--- config.mk ---
export PLATFORM = sky130hd
export DESIGN_NAME = flush_ctrl_flat
export DESIGN_NICKNAME = d
export VERILOG_FILES = /design/src/rtl/flush_ctrl_if.sv /design/src/rtl/flush_ctrl.sv /design/src/flat_wrapper.sv
export SDC_FILE = /design/constraint.sdc
export NUM_CORES = 1
export LEC_CHECK = 0
export ABC_AREA = 1
export CORE_AREA = 2 2 84 102
export DETAILED_ROUTE_END_ITERATION = 8
export DIE_AREA = 0 0 86 104
export DONT_BUFFER_PORTS = 1
export PLACE_DENSITY_LB_ADDON = 0.1
export SYNTH_ARGS = -nofsm -noshare
export SYNTH_HDL_FRONTEND = slang
export SYNTH_SLANG_ARGS = --single-unit
--- constraint.sdc ---
create_clock -name clk -period 2.5 [get_ports clk]
set_clock_uncertainty 0.2 [all_clocks]
set_input_delay 0.5 -clock clk [delete_from_list [all_inputs] [get_ports clk]]
set_output_delay 0.5 -clock clk [all_outputs]
set_load 0.005 [all_outputs]
--- src/rtl/flush_ctrl_if.sv ---
`default_nettype none
// ============================================================================
//  Module   : flush_ctrl_if
//  Brief    : EX-stage outcome / fetch redirect bundle between the pipeline
//             and the flush controller.
//  Revision : 1.0  initial release
// ============================================================================
interface flush_ctrl_if #(
    parameter int WORD_SIZE = 32,
    parameter int CNT_WIDTH = 16
);
    logic                 ex_valid;
    logic                 ex_is_branch;
    logic                 ex_taken;
    logic [WORD_SIZE-1:0] ex_target;
    logic [WORD_SIZE-1:0] ex_pc;
    logic [WORD_SIZE-1:0] ex_pred_npc;
    logic                 trap_req;
    logic [WORD_SIZE-1:0] trap_vec;
    logic                 fetch_ready;
    logic                 flush;
    logic [WORD_SIZE-1:0] npc_corr;
    logic                 stall_ex;
    logic                 busy;
    logic [CNT_WIDTH-1:0] flush_count;

    // Pipeline side: supplies EX outcomes and fetch acceptance.
    modport master (
        output ex_valid, ex_is_branch, ex_taken, ex_target, ex_pc, ex_pred_npc,
        output trap_req, trap_vec, fetch_ready,
        input  flush, npc_corr, stall_ex, busy, flush_count
    );

    // Flush controller side.
    modport slave (
        input  ex_valid, ex_is_branch, ex_taken, ex_target, ex_pc, ex_pred_npc,
        input  trap_req, trap_vec, fetch_ready,
        output flush, npc_corr, stall_ex, busy, flush_count
    );
endinterface
`default_nettype wire

--- src/rtl/flush_ctrl.sv ---
`default_nettype none
// ============================================================================
//  Module   : flush_ctrl
//  Brief    : Detects branch mispredicts and traps at EX, then holds a flush
//             with a correction PC for a minimum squash window and until
//             fetch accepts the redirect. Counts accepted flush events.
//  Revision : 1.0  initial release
// ============================================================================
module flush_ctrl #(
    parameter int WORD_SIZE    = 32,
    parameter int FLUSH_CYCLES = 2,
    parameter int CNT_WIDTH    = 16
) (
    input  wire logic       clk,
    input  wire logic       rst,
    flush_ctrl_if.slave     bus
);
    // Window counter only needs to hold FLUSH_CYCLES-1.
    localparam int c_cnt_w = (FLUSH_CYCLES > 1) ? $clog2(FLUSH_CYCLES) : 1;
    localparam logic [c_cnt_w-1:0] c_cnt_reload = c_cnt_w'(FLUSH_CYCLES - 1);

    typedef enum logic [0:0] {
        ST_IDLE  = 1'b0,
        ST_FLUSH = 1'b1
    } state_t;

    state_t               r_state;
    state_t               w_state_nxt;
    logic [c_cnt_w-1:0]   r_cnt;
    logic [c_cnt_w-1:0]   w_cnt_nxt;
    logic [WORD_SIZE-1:0] r_npc_corr;
    logic [WORD_SIZE-1:0] w_npc_corr_nxt;
    logic [CNT_WIDTH-1:0] r_flush_count;
    logic [CNT_WIDTH-1:0] w_flush_count_nxt;
    logic [CNT_WIDTH-1:0] w_flush_count_inc;
    logic [WORD_SIZE-1:0] w_act_npc;
    logic                 w_mispredict;

    // Resolved next PC; the +4 wraps naturally at the top of the address space.
    assign w_act_npc    = bus.ex_taken ? bus.ex_target : (bus.ex_pc + WORD_SIZE'(4));
    assign w_mispredict = bus.ex_valid & bus.ex_is_branch & (w_act_npc != bus.ex_pred_npc);

    // Event counter sticks at all-ones instead of wrapping.
    assign w_flush_count_inc = (&r_flush_count) ? r_flush_count
                                                : (r_flush_count + CNT_WIDTH'(1));

    // State register and latched redirect information.
    always_ff @(posedge clk) begin
        if (rst) begin
            r_state       <= ST_IDLE;
            r_cnt         <= '0;
            r_npc_corr    <= '0;
            r_flush_count <= '0;
        end else begin
            r_state       <= w_state_nxt;
            r_cnt         <= w_cnt_nxt;
            r_npc_corr    <= w_npc_corr_nxt;
            r_flush_count <= w_flush_count_nxt;
        end
    end

    // Next-state: traps win over mispredicts; mispredicts are squashed while flushing.
    always_comb begin
        w_state_nxt       = r_state;
        w_cnt_nxt         = r_cnt;
        w_npc_corr_nxt    = r_npc_corr;
        w_flush_count_nxt = r_flush_count;
        case (r_state)
            ST_IDLE: begin
                if (bus.trap_req) begin
                    w_state_nxt       = ST_FLUSH;
                    w_npc_corr_nxt    = bus.trap_vec;
                    w_cnt_nxt         = c_cnt_reload;
                    w_flush_count_nxt = w_flush_count_inc;
                end else if (w_mispredict) begin
                    w_state_nxt       = ST_FLUSH;
                    w_npc_corr_nxt    = w_act_npc;
                    w_cnt_nxt         = c_cnt_reload;
                    w_flush_count_nxt = w_flush_count_inc;
                end
            end
            ST_FLUSH: begin
                if (bus.trap_req) begin
                    // A trap restarts the squash window with the new vector.
                    w_npc_corr_nxt    = bus.trap_vec;
                    w_cnt_nxt         = c_cnt_reload;
                    w_flush_count_nxt = w_flush_count_inc;
                end else if ((r_cnt == '0) && bus.fetch_ready) begin
                    w_state_nxt = ST_IDLE;
                end else if (r_cnt != '0) begin
                    w_cnt_nxt = r_cnt - c_cnt_w'(1);
                end
            end
            default: begin
                w_state_nxt = ST_IDLE;
            end
        endcase
    end

    // All outputs come straight from registers.
    assign bus.flush       = (r_state == ST_FLUSH);
    assign bus.stall_ex    = (r_state == ST_FLUSH);
    assign bus.busy        = (r_state == ST_FLUSH);
    assign bus.npc_corr    = r_npc_corr;
    assign bus.flush_count = r_flush_count;

endmodule
`default_nettype wire

--- src/flat_wrapper.sv ---
// flat-port wrapper written by rule: the top's interface ports become plain ports
module flush_ctrl_flat 
#(
    parameter int WORD_SIZE    = 32,
    parameter int FLUSH_CYCLES = 2,
    parameter int CNT_WIDTH    = 16
)
  (clk, rst, bus_ex_valid, bus_ex_is_branch, bus_ex_taken, bus_ex_target, bus_ex_pc, bus_ex_pred_npc, bus_trap_req, bus_trap_vec, bus_fetch_ready, bus_flush, bus_npc_corr, bus_stall_ex, bus_busy, bus_flush_count);
  flush_ctrl_if #(.WORD_SIZE(WORD_SIZE), .CNT_WIDTH(CNT_WIDTH)) bus_i ();
  input  wire logic clk;
  input  wire logic rst;
  input wire logic [$bits(bus_i.ex_valid)-1:0] bus_ex_valid;
  input wire logic [$bits(bus_i.ex_is_branch)-1:0] bus_ex_is_branch;
  input wire logic [$bits(bus_i.ex_taken)-1:0] bus_ex_taken;
  input wire logic [$bits(bus_i.ex_target)-1:0] bus_ex_target;
  input wire logic [$bits(bus_i.ex_pc)-1:0] bus_ex_pc;
  input wire logic [$bits(bus_i.ex_pred_npc)-1:0] bus_ex_pred_npc;
  input wire logic [$bits(bus_i.trap_req)-1:0] bus_trap_req;
  input wire logic [$bits(bus_i.trap_vec)-1:0] bus_trap_vec;
  input wire logic [$bits(bus_i.fetch_ready)-1:0] bus_fetch_ready;
  output wire logic [$bits(bus_i.flush)-1:0] bus_flush;
  output wire logic [$bits(bus_i.npc_corr)-1:0] bus_npc_corr;
  output wire logic [$bits(bus_i.stall_ex)-1:0] bus_stall_ex;
  output wire logic [$bits(bus_i.busy)-1:0] bus_busy;
  output wire logic [$bits(bus_i.flush_count)-1:0] bus_flush_count;
  assign bus_i.ex_valid = bus_ex_valid;
  assign bus_i.ex_is_branch = bus_ex_is_branch;
  assign bus_i.ex_taken = bus_ex_taken;
  assign bus_i.ex_target = bus_ex_target;
  assign bus_i.ex_pc = bus_ex_pc;
  assign bus_i.ex_pred_npc = bus_ex_pred_npc;
  assign bus_i.trap_req = bus_trap_req;
  assign bus_i.trap_vec = bus_trap_vec;
  assign bus_i.fetch_ready = bus_fetch_ready;
  assign bus_flush = bus_i.flush;
  assign bus_npc_corr = bus_i.npc_corr;
  assign bus_stall_ex = bus_i.stall_ex;
  assign bus_busy = bus_i.busy;
  assign bus_flush_count = bus_i.flush_count;
  flush_ctrl #(.WORD_SIZE(WORD_SIZE), .FLUSH_CYCLES(FLUSH_CYCLES), .CNT_WIDTH(CNT_WIDTH)) u_core (.clk(clk), .rst(rst), .bus(bus_i));
endmodule
==> impl_metrics.tcl <==
set metrics [dict create \
    status "complete, but fails checks" \
    failed_checks "setup timing" \
    drive_above_1_share_pct 18.68 \
    min-delay-path-class "input port to register" \
    worst_skew_pair.late_latency_ns 0.32 \
    cts.root.buffer_cell "clkbuf_8" \
    final_area_sq_um 5418 \
    yosys_warnings 0 \
    cts_buffers 5 \
    multiInputGateArea_sq_um 3231 \
    final-seq-area_sq_um 1001 \
    antenna_found_initial 0 \
    drtIter0Drc 214 \
    yosysTopAreaCellShare_pct 25.09 \
    nets 1015 \
    crit_chain "ha_4, nand2_4, nor2_4, nand2_4, nor2_4, nand2_1, nand2_1, nand2_2, nand2_2, nand2_2, nand2_1, nand2_1, nor2_1, nand2_1, nor2_2, nand3_2, nand2_4, nand2_8, clkbuf_16, nand3_1, nand2_1, nor2_1" \
    dp_slack_ns -0.4531 \
    grt_max_degree 43 \
    initial_utilization_pct 56.86 \
    cp_slowest_cell "clkbuf_16" \
    ir_worst_vdd_v 0.0003263 \
    clock_sinks 50 \
    drtPass1Iterations 5 \
    power_density_nw_per_um2 388.6 \
    num_vias 5228 \
    rsz0062_at_grt "yes" \
    max_stage_delay_ns 0.21 \
    whs_ns 0.03028 \
    finalPower_mw 2.106 \
    synth-main-ff-cell "dfxtp_1" \
    die_h_microns 104 \
    rows 36 \
    setup_violations 48 \
    grt_pass1_vias 4854 \
    syn_inst 829 \
    criticalPathCategory "input port to register" \
    ant_nets 0 \
    wl_mm 14.69 \
    grt.total_usage_pct 30.93 \
    p_leak_nw 2.681 \
    diodes 0 \
    ys_ff_latch 50 \
    netlist_area_sq_um 4533 \
    hp-start "rst" \
    ys_seq_area_share_pct 22.08 \
    timing.critical_path.buf_inv 1 \
    synth.area.top_cells "nand2_1 25%, dfxtp_1 22%, nor2_1 11%" \
    worst_slack_ns -0.1074 \
    io_pins 186 \
    fillers 761 \
    fin_tns_setup_ns -3.329 \
    max_slew_margin_pct 67.10 \
    worstSetupStartpoint "bus_ex_pc[2]" \
    endpoint_kind "register" \
    synth_top_area_cell "nand2_1" \
    reg2reg_from "u_core.bus.flush_count[0]" \
    die_w_microns 86 \
    required_ns 2.55 \
    postCtsHoldBufs 0 \
    syn_to_final_growth_pct 19.51 \
    async_flop_share_pct 0 \
    clk_pin_slew_ns 0.10 \
    syn-num-nets 966 \
    portBuffers 0 \
    core-area_sq_um 7973 \
    dpl_cell_area_sq_um 4982 \
    dpl.hpwl_mm 11.35 \
    grt_pass1_wl_mm 22.15 \
    crit_arrival_ns 2.66 \
    synth-edff-count 0 \
    detail_route.vias_per_cell 5.373 \
    wl_per_cell_microns 15.10 \
    stdcell_count 973 \
    startpoint_type "input port" \
    cts_tree "built" \
    slew_violations 0 \
    drc_errors 0 \
    min_period_over_period_pct 104.3 \
    tightest_slew_ns 0.4929 \
    grt-ovfl-total 0 \
    htree_levels 2 \
    post-route-util_pct 67.95 \
    critPathTopFamily "simple AND/OR/NAND/NOR gates" \
    synthDistinctLibCells 34 \
    fin_crit_ns 2.607 \
    critPathMaxFanout 21 \
    globalplace.congestion 0.9486 \
    crit_top_cell "nand2_1" \
    dieArea_sq_um 8944 \
    placed_cells 950 \
    yosysMostFrequentCell "nand2_1" \
    fmax_mhz 383.5 \
    drv_cap 0 \
    netlist_top_cells_count "303 x nand2_1, 136 x nor2_1, 79 x inv_1" \
    clock_path_buffers 2 \
    syn_area_per_cell_sq_um 5.468 \
    finalHoldViolCount 0 \
]
==> power breakdown <==
group	total [mW]	internal (mW)	switching (mW)
logic	0.703	0.316	0.388
registers	0.915	0.862	0.0526
clock network	0.487	0.194	0.293
total	2.11	1.37	0.733
==> layout make-up <==
| cell class | instances | area share [%] |
|---|---|---|
| Tap cell | 95 | 2.194 |
| Timing Repair Buffer | 70 | 12.29 |
| Clock inverter | 2 | 0.2540 |
| Sequential cell | 50 | 18.48 |
| Inverter | 85 | 5.889 |
| Clock buffer | 5 | 1.270 |
| Multi-Input combinational cell | 666 | 59.63 |
==> what timing repair did <==
item,in CTS,in global routing
endpoints found under the hold margin,0,0
pin swaps,4,16
resized for setup,14,32
endpoints found under the setup margin,48,50
cloned,1,5
buffers inserted,1,9
==> flip-flops by register name (all words and copies together) (netlist names) <==
signal and cells:
u_core.bus.flush_count 16, u_core.bus.busy 1, u_core.bus.npc_corr 32, u_core.r_cnt 1
==> cells in the final DEF (no fill, tap or decap), drive strengths merged <==
master and n:
a21oi 22, a31oi 3, and2 3, and3 2, buf 66, clkbuf 9, clkinv 1, dfxtp 50
ha 2, inv 86, mux2i 3, nand2 311, nand3 63, nand3b 31, nand4 1, nor2 146
nor3 5, nor4 2, o21ai 39, o21bai 3, or2 23, xnor2 3, xor2 4
==> worst paths after layout <==
path         cells after the start  slack [ns]                    endpoint
max                             22       -0.11   u_core.bus.flush_count[6]
min                              1        0.03             u_core.bus.busy
max reg2reg                     12        0.09  u_core.bus.flush_count[12]
min reg2reg                      2        0.30     u_core.bus.npc_corr[29]
==> cell families after synthesis <==
logic type | after synthesis | synth area share (%)
AOI/OAI and AO/OA | 67 | 7.646
DFF | 50 | 22.08
adders and majority gates | 2 | 0.5519
muxes | 3 | 0.6625
and+or+nand+nor | 586 | 56.91
xor gates and xnor gates | 7 | 1.352
buffers and inverters | 114 | 10.79
==> routing by layer <==
layer	GRT usage, %	wire, microns
met5	0	0
met4	14.06	482
met3	9.286	1300
met2	54.76	7506
met1	32.98	5403
(Power assumes the default switching activity.)
